--- src/rtl/collision_pkg.sv ---
// collision_pkg
//   Shared definitions for the collision scheduler slice: coordinate and
//   score widths, the default hit-box half-size and the one-hot FSM encoding.
package collision_pkg;

  localparam int COORD_W            = 10;
  localparam int SCORE_W            = 16;
  localparam int DEFAULT_HIT_RADIUS = 25;

  // One-hot scheduler states.
  typedef enum logic [3:0] {
    INIT = 4'b0001,
    IDLE = 4'b0010,
    SCAN = 4'b0100,
    HIT  = 4'b1000
  } state_e;

endpackage

--- src/rtl/collision_scheduler_hit_box_compare.sv ---
// hit_box_compare
//   Combinational square hit-box test between one enemy and the projectile.
//   Ports:
//     enemy_h, enemy_v           enemy centre
//     projectile_h, projectile_v projectile position
//     radius                     half-size of the square box
//     overlap                    projectile lies inside the box (inclusive)
module hit_box_compare
  import collision_pkg::*;
(
  input  logic [COORD_W-1:0] enemy_h,
  input  logic [COORD_W-1:0] enemy_v,
  input  logic [COORD_W-1:0] projectile_h,
  input  logic [COORD_W-1:0] projectile_v,
  input  logic [COORD_W-1:0] radius,
  output logic               overlap
);

  // Bounds carry one extra bit so the upper edge never wraps near the
  // right/bottom of the screen; the lower edge clamps at zero.
  logic [COORD_W:0] lo_h, hi_h, lo_v, hi_v;
  logic [COORD_W:0] ph_ext, pv_ext;

  assign lo_h   = (enemy_h < radius) ? '0 : ({1'b0, enemy_h} - {1'b0, radius});
  assign hi_h   = {1'b0, enemy_h} + {1'b0, radius};
  assign lo_v   = (enemy_v < radius) ? '0 : ({1'b0, enemy_v} - {1'b0, radius});
  assign hi_v   = {1'b0, enemy_v} + {1'b0, radius};
  assign ph_ext = {1'b0, projectile_h};
  assign pv_ext = {1'b0, projectile_v};

  assign overlap = (ph_ext >= lo_h) && (ph_ext <= hi_h) &&
                   (pv_ext >= lo_v) && (pv_ext <= hi_v);

endmodule

--- src/rtl/collision_scheduler.sv ---
// collision_scheduler
//   Scans one enemy slot per clock against a latched projectile after each
//   frame tick, using a single shared hit-box comparator. Owns the alive
//   mask, kill score and wave-clear status.
//   Ports:
//     clk, reset          clock, asynchronous active-high reset
//     start               pulse: begin a new wave (highest priority)
//     frame_tick          pulse: request a scan (honoured only in IDLE)
//     projectile_active   projectile in flight
//     projectile_h/_v     projectile position (latched at scan start)
//     enemy_h/v_flat      packed enemy positions, slot i at [10*i+9:10*i]
//     alive_mask          bit i = slot i alive
//     hit_pulse           one-cycle kill pulse
//     hit_index           slot killed (held between kills)
//     projectile_consume  one-cycle pulse with hit_pulse
//     score               saturating kill count since start
//     wave_clear          all slots dead
//     busy                scanning or reporting a hit
module collision_scheduler
  import collision_pkg::*;
#(
  parameter int NUM_ENEMIES = 8,
  parameter int IDX_W       = 3,
  parameter int HIT_RADIUS  = DEFAULT_HIT_RADIUS
) (
  input  logic                           clk,
  input  logic                           reset,
  input  logic                           start,
  input  logic                           frame_tick,
  input  logic                           projectile_active,
  input  logic [COORD_W-1:0]             projectile_h,
  input  logic [COORD_W-1:0]             projectile_v,
  input  logic [COORD_W*NUM_ENEMIES-1:0] enemy_h_flat,
  input  logic [COORD_W*NUM_ENEMIES-1:0] enemy_v_flat,
  output logic [NUM_ENEMIES-1:0]         alive_mask,
  output logic                           hit_pulse,
  output logic [IDX_W-1:0]               hit_index,
  output logic                           projectile_consume,
  output logic [SCORE_W-1:0]             score,
  output logic                           wave_clear,
  output logic                           busy
);

  localparam logic [IDX_W-1:0]   LAST_IDX = IDX_W'(NUM_ENEMIES - 1);
  localparam logic [COORD_W-1:0] RADIUS   = COORD_W'(HIT_RADIUS);

  state_e                   state_q, state_d;
  logic [NUM_ENEMIES-1:0]   alive_q, alive_d;
  logic [SCORE_W-1:0]       score_q, score_d;
  logic                     wave_clear_q, wave_clear_d;
  logic [IDX_W-1:0]         idx_q, idx_d;
  logic [IDX_W-1:0]         hit_index_q, hit_index_d;
  logic [COORD_W-1:0]       ph_q, ph_d, pv_q, pv_d;

  // Unpack the flat position buses so the slot mux is a plain array read.
  logic [COORD_W-1:0] enemy_h_arr [NUM_ENEMIES];
  logic [COORD_W-1:0] enemy_v_arr [NUM_ENEMIES];

  for (genvar gi = 0; gi < NUM_ENEMIES; gi++) begin : g_unpack
    assign enemy_h_arr[gi] = enemy_h_flat[COORD_W*gi +: COORD_W];
    assign enemy_v_arr[gi] = enemy_v_flat[COORD_W*gi +: COORD_W];
  end

  logic [COORD_W-1:0] cmp_h, cmp_v;
  logic               overlap;

  // Enemy position of the slot under test is taken live from the inputs.
  assign cmp_h = enemy_h_arr[idx_q];
  assign cmp_v = enemy_v_arr[idx_q];

  hit_box_compare u_cmp (
    .enemy_h      (cmp_h),
    .enemy_v      (cmp_v),
    .projectile_h (ph_q),
    .projectile_v (pv_q),
    .radius       (RADIUS),
    .overlap      (overlap)
  );

  always_ff @(posedge clk or posedge reset) begin
    if (reset) begin
      state_q      <= INIT;
      alive_q      <= '0;
      score_q      <= '0;
      wave_clear_q <= 1'b0;
      idx_q        <= '0;
      hit_index_q  <= '0;
      ph_q         <= '0;
      pv_q         <= '0;
    end else begin
      state_q      <= state_d;
      alive_q      <= alive_d;
      score_q      <= score_d;
      wave_clear_q <= wave_clear_d;
      idx_q        <= idx_d;
      hit_index_q  <= hit_index_d;
      ph_q         <= ph_d;
      pv_q         <= pv_d;
    end
  end

  always_comb begin
    state_d      = state_q;
    alive_d      = alive_q;
    score_d      = score_q;
    wave_clear_d = wave_clear_q;
    idx_d        = idx_q;
    hit_index_d  = hit_index_q;
    ph_d         = ph_q;
    pv_d         = pv_q;

    if (start) begin
      // Abort whatever is in flight; nothing else changes until INIT runs.
      state_d = INIT;
    end else begin
      unique case (state_q)
        INIT: begin
          alive_d      = '1;
          score_d      = '0;
          wave_clear_d = 1'b0;
          state_d      = IDLE;
        end
        IDLE: begin
          if (frame_tick && projectile_active && !wave_clear_q) begin
            ph_d    = projectile_h;
            pv_d    = projectile_v;
            idx_d   = '0;
            state_d = SCAN;
          end
        end
        SCAN: begin
          if (alive_q[idx_q] && overlap) begin
            hit_index_d = idx_q;
            state_d     = HIT;
          end else if (idx_q == LAST_IDX) begin
            state_d = IDLE;
          end else begin
            idx_d = idx_q + 1'b1;
          end
        end
        HIT: begin
          alive_d[hit_index_q] = 1'b0;
          if (score_q != '1) begin
            score_d = score_q + 1'b1;
          end
          // Registered here so wave_clear is already high in the first IDLE
          // cycle after the final kill.
          wave_clear_d = (alive_d == '0);
          state_d      = IDLE;
        end
        default: state_d = INIT;
      endcase
    end
  end

  assign alive_mask         = alive_q;
  assign score              = score_q;
  assign wave_clear         = wave_clear_q;
  assign hit_index          = hit_index_q;
  assign hit_pulse          = (state_q == HIT);
  assign projectile_consume = (state_q == HIT);
  assign busy               = (state_q == SCAN) || (state_q == HIT);

endmodule
--- config.mk ---
export PLATFORM = sky130hd
export DESIGN_NAME = collision_scheduler
export DESIGN_NICKNAME = d
export VERILOG_FILES = /design/src/rtl/collision_pkg.sv /design/src/rtl/collision_scheduler_hit_box_compare.sv /design/src/rtl/collision_scheduler.sv
export SDC_FILE = /design/constraint.sdc
export NUM_CORES = 1
export LEC_CHECK = 0
export ABC_AREA = 1
export BUFFER_PORTS_ARGS = -buffer_cell sky130_fd_sc_hd__buf_2
export CORE_MARGIN = 4
export CORE_UTILIZATION = 30
export CTS_CLUSTER_DIAMETER = 200
export CTS_CLUSTER_SIZE = 16
export DETAILED_ROUTE_END_ITERATION = 8
export PLACE_DENSITY_LB_ADDON = 0.25
export SKIP_LAST_GASP = 1
export SLEW_MARGIN = 5
export SYNTH_ARGS = -nofsm -noshare
export SYNTH_HDL_FRONTEND = slang
export SYNTH_SLANG_ARGS = --single-unit
--- constraint.sdc ---
create_clock -name clk -period 3.5 [get_ports clk]
set_clock_uncertainty 0.1 [all_clocks]
set_input_delay 0.175 -clock clk [delete_from_list [all_inputs] [get_ports clk]]
set_output_delay 0.175 -clock clk [all_outputs]
set_load 0.02 [all_outputs]
==> flow_metrics.tcl, run 1 <==
set metrics [dict create \
    wl_per_cell_um 14.2 \
    cp-start-kind "flip-flop" \
    synthTopCellsByArea "dfrtp_1 21%, nand2_1 18%, ha_1 9.2%" \
    synth_top_area_cell "dfrtp_1" \
    slew_headroom 0.587 \
    drive_gt1_frac 0.356 \
    grt_max_degree 41 \
    fp.coreArea_um2 21000 \
    timing.hold.ws_ns 0.00508 \
    synthArstFlopShare 1.00 \
    cap_viol_max_count 0 \
    slew_violations 0 \
    postPlaceCellArea_um2 8270 \
    worstMarginPinSlew_ns 0.615 \
    end_kind "flip-flop" \
    multiInputGateArea_um2 4390 \
    crit_slowest_cell "dfrtp_2" \
    synth_seq_cells 55 \
    period_needed_ns 3.63 \
    synth_cell_types 49 \
    register_area_um2 1380 \
    ant_nets 0 \
    clkLatencyLatePin_ns 0.30 \
    ys.flop_type "dfrtp_1" \
    grt_pass1_wl_mm 36.2 \
    drt_iter0_drc 291 \
    ys_seq_area_frac 0.216 \
    antenna_found_initial 4 \
    routed_wl_mm 22.6 \
    final_cells 1593 \
    initial_core_util 0.304 \
    finalSetupViolCount 9 \
    path_buf_inv 4 \
    crit_top_cell "nand2_4" \
    ys_warn_count 0 \
    period_share 1.04 \
    design_area_um2 8970 \
    cellPowerDensity_nw_per_um2 1040 \
    cp_max_fo 8 \
    synth_commonest_cells "302 x nand2_1, 152 x inv_1, 102 x nand3_1, 92 x nor2_1, 54 x dfrtp_1" \
    place.gp.congestion 0.888 \
    required_ns 3.63 \
    crit_path_max_incr_delay_ns 0.50 \
    fin_nets 1546 \
    p_leak_nw 5.06 \
    num_rows 53 \
    syn_area_per_cell_um2 6.24 \
    status "finished with violations" \
    setup-tns-final_ns -0.997 \
    htree_levels 2 \
    fillers 2308 \
    syn_to_final_growth_pct 40.8 \
    via_per_inst 4.66 \
    synth_most_common_cell "nand2_1" \
    clock_sinks 55 \
    finalHoldViolCount 0 \
    synth-edff-count 0 \
    fmax_mhz 275 \
    crit_path_start "idx_q[0]" \
    grt_pass1_vias 7418 \
    dp_cells 1561 \
    synth.net_count 1252 \
    dieArea_um2 23600 \
    hpwl_mm 18.2 \
    grt_usage 0.184 \
    violations "negative setup slack" \
    hp-start "projectile_v[4]" \
    clockBufferDepth 2 \
    drc 0 \
    cp_top_family "simple AND/OR/NAND/NOR gates" \
    via_count 7427 \
    synthesis.instances 1020 \
    io_pins 216 \
    rsz0062_at_grt "yes" \
    overflow 0 \
    netlist_area_um2 6370 \
    worst-endpoint-arrival_ns 3.77 \
    cts_root_buf "clkbuf_16" \
    path_class "flip-flop to flip-flop" \
    synth_top_area_share 0.212 \
    cts_inserted_buffers 5 \
    port_buffers 215 \
    setup_ws_ns -0.131 \
    irDropWorstVdd_mv 0.386 \
    dieHeight_um 154 \
    firstDrtPassIters 5 \
    r2r_start "idx_q[0]" \
    path_clk_slew_ns 0.08 \
    hold_path.class "input port to flip-flop" \
    die_w_um 154 \
    cts_tree "done" \
]
==> cells in the final DEF, fill, tap and decap left out, drive strengths merged, types with 5 or more instances in the layout <==
cell	count
a21oi	40
buf	324
clkbuf	5
dfrtp	54
ha	47
inv	158
mux2	18
nand2	321
nand3	110
nand4	10
nor2	99
nor3	13
o21ai	66
xor2	11
==> per-stage QoR <==
step                      setup slack [ns]  utilization  total power, W
final                               -0.131        0.428         0.00936
after global routing                -0.439        0.428          0.0105
after CTS                           -0.126        0.420         0.00913
after detailed placement            -0.251        0.394         0.00771
after global placement              -0.241        0.394         0.00764
after floorplan                     0.0772            -         0.00536
==> where the power goes <==
part           internal [W]  switching, W  leakage [nW]  total [W]
registers          0.000781      0.000156         0.696   0.000938
logic               0.00351       0.00431          4.27    0.00782
clock network      0.000346      0.000255        0.0863   0.000601
total               0.00464       0.00472          5.06    0.00936
==> metal layers <==
layer,wire (µm),up-vias,GRT usage
li1,-,3836,-
met1,9830,3342,0.233
met2,11000,218,0.328
met3,1370,29,0.0335
met4,336,2,0.0399
met5,7,-,0
==> worst paths after layout <==
check / end / slack (ns) / cells after the start
worst max-delay path: idx_q[1] / -0.13 / 27
worst min-delay path: pv_q[4] / 0.005 / 2
worst max register to register: idx_q[1] / -0.13 / 27
worst min register to register: score[2] / 0.41 / 1
max in group asynchronous: idx_q[0] / 2.09 / 4
min in group asynchronous: score[2] / 0.39 / 3
==> sequential cells by signal, indices dropped and copies added, names as in the netlist <==
register and flops:
state_q 4, alive_mask 8, hit_index 3, wave_clear 1, idx_q 3, ph_q 10, score 16, pv_q 10
==> logic make-up after synthesis <==
group | share of synthesized area
and+or+nand+nor | 0.388
buffers and inverters | 0.140
AOI/OAI and AO/OA | 0.113
DFF | 0.216
adders and majority gates | 0.0923
muxes | 0.0318
xor gates and xnor gates | 0.0193
==> timing repair <==
action	in CTS	in global routing
endpoints found under the setup margin	9	9
gates cloned	1	0
pin swaps	40	32
buffers inserted	17	1
hold buffers	1	1
endpoints found under the hold margin	25	1
resized for setup	59	40
==> area by class of cell <==
cell class              count  area share
flip-flops and latches     55       0.154
inverters                 156      0.0661
repair buffers            326       0.232
well taps                 275      0.0384
multi-input cells         770       0.490
diodes                      3    0.000837
clock buffers               5      0.0139
clock inverters             3     0.00558
(Power assumes the default switching activity.)
==> run 2: changes to the inputs <==
Settings changed: CORE_ASPECT_RATIO set to 0.6.
==> flow_metrics.tcl, run 2 (synthesis results as in run 1) <==
set metrics [dict create \
    r2r_slack_ns -0.26 \
    path_buf_inv 7 \
    path_class "flip-flop to flip-flop" \
    period_share 1.08 \
    violations "negative setup slack" \
    via_per_inst 4.70 \
    die_w_um 196 \
    drc 0 \
    port_buffers 215 \
    fmax_mhz 266 \
    grt_pass1_vias 7306 \
    setup_ws_ns -0.263 \
    cts_root_buf "clkbuf_16" \
    io_pins 216 \
    routed_wl_mm 23.8 \
    cp-start-kind "flip-flop" \
    end_kind "flip-flop" \
    status "finished with violations" \
    antenna_found_initial 1 \
    firstDrtPassIters 5 \
    dieArea_um2 23700 \
    initial_core_util 0.312 \
    fin_nets 1578 \
    required_ns 3.63 \
    cts_tree "done" \
    crit_slowest_cell "dfrtp_4" \
    overflow 0 \
    grt_pass1_wl_mm 37.5 \
    crit_top_cell "nand2_4" \
    period_needed_ns 3.76 \
    slew_violations 0 \
    hpwl_mm 18.7 \
    path_clk_slew_ns 0.08 \
    grt_usage 0.192 \
    grt_max_degree 41 \
    htree_levels 2 \
    finalHoldViolCount 0 \
    drt_iter0_drc 526 \
    worstMarginPinSlew_ns 0.818 \
    timing.hold.ws_ns 0.00866 \
    slew_headroom 0.454 \
    via_count 7612 \
    crit_path_max_incr_delay_ns 0.45 \
    clockBufferDepth 2 \
    place.gp.congestion 0.877 \
    cp_max_fo 8 \
    largest_reg_flops 16 \
    rsz0062_at_grt "yes" \
    cts_inserted_buffers 5 \
    clkLatencyLatePin_ns 0.30 \
    layout.cells.most_common "nand2_1" \
    dieHeight_um 121 \
    setup-tns-final_ns -2.00 \
    num_rows 40 \
    ant_nets 0 \
    cp_top_family "simple AND/OR/NAND/NOR gates" \
    irDropWorstVdd_mv 0.631 \
    syn_to_final_growth_pct 49.2 \
    drive_gt1_frac 0.393 \
    cellPowerDensity_nw_per_um2 1100 \
    final_cell_mix "275 x nand2_1, 215 x buf_2, 139 x inv_1" \
    wl_per_cell_um 14.7 \
    cap_viol_max_count 0 \
    worst-endpoint-arrival_ns 3.90 \
    hold_path.class "input port to flip-flop" \
    fp.coreArea_um2 20400 \
    p_leak_nw 5.27 \
    clock_sinks 55 \
    finalSetupViolCount 9 \
]
run 2: repair_timing:
action / 4_1_cts / 5_1_grt
cloned: 5 / 1
buffers inserted: 25 / 7
hold buffers: 2 / 0
hold endpoints to repair: 35 / 0
endpoints found under the setup margin: 9 / 9
pin swaps: 57 / 47
resized for setup: 98 / 63
run 2: metal layers:
layer	wire, µm	GRT usage	part of all wire
met5	0	0	0
met4	110	0.0218	0.0046
met3	1110	0.0275	0.046
met2	10700	0.303	0.45
met1	11900	0.288	0.50
run 2: path summary, 6_finish.rpt:
path	startpoint	end	cells past startpoint
max	idx_q[0]	idx_q[2]	26
min	projectile_v[8]	pv_q[8]	2
max reg2reg	idx_q[0]	idx_q[2]	26
min reg2reg	score[2]	score[2]	1
max in group asynchronous	reset	score[12]	4
min in group asynchronous	reset	pv_q[0]	3
run 2: area by class of cell:
| class | count | area [µm²] |
|---|---|---|
| clock inverters | 2 | 16.3 |
| multi-input cells | 770 | 4590 |
| repair inverters | 1 | 8.76 |
| inverters | 156 | 601 |
| flip-flops and latches | 55 | 1380 |
| well taps | 273 | 342 |
| repair buffers | 357 | 2430 |
| clock buffers | 6 | 129 |
| diodes | 1 | 2.50 |
| fillers | 2153 | 10900 |
run 2: stage by stage:
stage,util,cells,instance area (µm²),total power [W],worst slack (ns)
3_5_place_dp,0.410,1572,8370,0.00786,-0.365
4_1_cts,0.449,1612,9180,0.00966,-0.176
3_3_place_gp,0.410,1572,8370,0.00777,-0.332
6_report,0.465,1621,9500,0.0105,-0.263
5_1_grt,0.465,1621,9500,0.0115,-0.520
2_1_floorplan,-,1020,6370,0.00536,0.0772
run 2: where the power goes:
group          internal [W]  switching [W]  leakage [nW]
logic               0.00423        0.00477          4.51
registers          0.000784       0.000156         0.696
clock network      0.000269       0.000246        0.0675
total               0.00528        0.00518          5.27
==> run 3: changes to the inputs <==
Settings changed: ABC_AREA 1 to 0.
==> flow_metrics.tcl, run 3 <==
set metrics [dict create \
    timing.rr.end "hit_index[2]" \
    synth_top_area_cell "dfrtp_1" \
    drc 0 \
    irDropWorstVdd_mv 0.201 \
    synthArstFlopShare 1.00 \
    fp.coreArea_um2 18100 \
    drive_gt1_frac 0.563 \
    grt_pass1_vias 5253 \
    period_needed_ns 4.17 \
    synthTopCellsByArea "dfrtp_1 24%, mux4_2 17%, ha_1 11%" \
    crit_path_max_incr_delay_ns 0.49 \
    wl_met1_mm 9.46 \
    ys_warn_count 0 \
    drt_iter0_drc 376 \
    cts_root_buf "clkbuf_16" \
    dieArea_um2 20700 \
    final_cells 1078 \
    initial_core_util 0.306 \
    status "finished with violations" \
    fin_nets 1069 \
    routed_wl_mm 18.2 \
    highest_layer "met4" \
    path_cells "buf_12, buf_8, mux4_2, mux2_4, nor4_4, nand2b_1, a31o_2, and2_4, ha_4, nor2b_2, o21ai_1, nand4_1, a311oi_2, nand4_1, nor2_2, nand2_2, mux2_4" \
    cts_inserted_buffers 5 \
    wl_met3_um 814 \
    diodes 0 \
    layout.cells.most_common "buf_2" \
    rsz0062_at_grt "yes" \
    ys_seq_area_frac 0.249 \
    crit_slowest_cell "mux4_2" \
    synth_top_area_share 0.245 \
    r2r_start "idx_q[0]" \
    synth_seq_cells 55 \
    largest_reg_flops 16 \
    io_pins 216 \
    port_buffers 215 \
    r2r_slack_ns -0.67 \
    clockBufferDepth 2 \
    reg2reg_depth 17 \
    crit_path_start "idx_q[0]" \
    slew_violations 0 \
    grt_max_degree 32 \
    antenna_found_initial 0 \
    place.gp.congestion 0.843 \
    pre_cts_ws_ns -0.806 \
    hold_path.class "input port to flip-flop" \
    fmax_mhz 240 \
    dp_cells 1037 \
    period_share 1.19 \
    crit_path_end "hit_index[2]" \
    syn_area_per_cell_um2 10.5 \
    required_ns 3.59 \
    setup_ws_ns -0.666 \
    ys.flop_type "dfrtp_1" \
    met2WireLength_mm 7.88 \
    worstMarginPinSlew_ns 0.696 \
    syn_to_final_growth_pct 49.1 \
    setup-tns-final_ns -5.02 \
    register_area_um2 1380 \
    cap_viol_max_count 0 \
    cts_tree "done" \
    ant_nets 0 \
    multiInputGateArea_um2 4280 \
    clock_sinks 55 \
    synthesis.instances 528 \
    final_cell_mix "215 x buf_2, 83 x buf_4, 51 x dfrtp_1" \
    grt_pass1_wl_mm 28.1 \
    die_w_um 183 \
    postPlaceCellArea_um2 7490 \
    synth_commonest_cells "54 x dfrtp_1, 48 x nand2_1, 47 x ha_1, 42 x mux4_2, 34 x nor2_1" \
    cp-start-kind "flip-flop" \
    num_rows 38 \
    violations "negative setup slack" \
    htree_levels 2 \
    synth_most_common_cell "dfrtp_1" \
    path_clk_slew_ns 0.08 \
    via_per_inst 4.97 \
    design_area_um2 8240 \
    path_class "flip-flop to flip-flop" \
    firstDrtPassIters 5 \
    via_count 5357 \
    synth-edff-count 0 \
    synth_cell_types 62 \
    dieHeight_um 113 \
    grt_usage 0.167 \
    slew_headroom 0.535 \
    worst-endpoint-arrival_ns 4.25 \
    netlist_area_um2 5530 \
    end_kind "flip-flop" \
    finalHoldViolCount 0 \
    cp_max_fo 6 \
    cellPowerDensity_nw_per_um2 297 \
    fillers 1757 \
    clkLatencyLatePin_ns 0.29 \
    p_leak_nw 3.82 \
    synth.net_count 760 \
    hpwl_mm 14.8 \
    overflow 0 \
    finalSetupViolCount 9 \
    wl_per_cell_um 16.9 \
]
## run 3: through the flow
step                      hold WS (ns)  power, W  utilization
final                          0.00369   0.00245        0.456
after global routing           0.00176   0.00264        0.456
after CTS                      0.00328   0.00239        0.440
after detailed placement         0.241   0.00179        0.415
after global placement           0.239   0.00179        0.415
after floorplan                  0.192   0.00143            -
## run 3: final cells by class
type | instances | share of cell area
Multi-Input combinational cell | 430 | 0.519
Timing Repair Buffer | 324 | 0.250
Sequential cell | 55 | 0.168
Tap cell | 240 | 0.0365
Clock buffer | 6 | 0.0156
Inverter | 21 | 0.00957
Clock inverter | 2 | 0.00197
## run 3: worst min path at each step
stage | from | end | slack [ns] | depth (start not counted)
floorplan | projectile_h[0] | ph_q[0] | 0.19 | 2
global placement | reset | ph_q[3] | 0.24 | 2
detailed placement | reset | ph_q[3] | 0.24 | 2
CTS | projectile_v[9] | pv_q[9] | 0.003 | 2
global route | projectile_v[6] | pv_q[6] | 0.002 | 2
finish | projectile_h[0] | ph_q[0] | 0.004 | 3
## run 3: what timing repair did
action	in CTS	in global routing
gates resized for setup	28	44
cloned	2	0
pin swaps	22	21
endpoints found under the setup margin	9	9
hold buffers	3	0
setup buffers	16	17
endpoints found under the hold margin	31	0
## run 3: logic make-up after synthesis
group	Yosys count	synth area share
xor gates and xnor gates	36	0.0571
and+or+nand+nor	171	0.160
muxes	90	0.285
DFF	55	0.249
buffers and inverters	43	0.0387
AOI/OAI and AO/OA	86	0.104
adders and majority gates	47	0.106
## run 3: metal layers
layer  global-route usage  vias up
li1                     -     2611
met1                0.270     2623
met2                0.234      118
met3               0.0328        5
met4               0.0188        0
met5                    0        -
## run 3: report_power, final
part / internal [W] / switching, W / total (W) / leakage [nW]
clock network: 0.000269 / 0.000242 / 0.000511 / 0.0675
registers: 0.000723 / 0.000100 / 0.000824 / 0.700
logic: 0.000597 / 0.000519 / 0.00112 / 3.05
## run 3: worst max-delay path: cells and delay by family, from the launching register on
family	cells	cell delay, ns
and+or+nand+nor	8	1.26
buffers and inverters	2	0.27
adders and majority gates	1	0.26
AOI/OAI and AO/OA	3	0.59
DFF	1	0.46
muxes	3	1.10
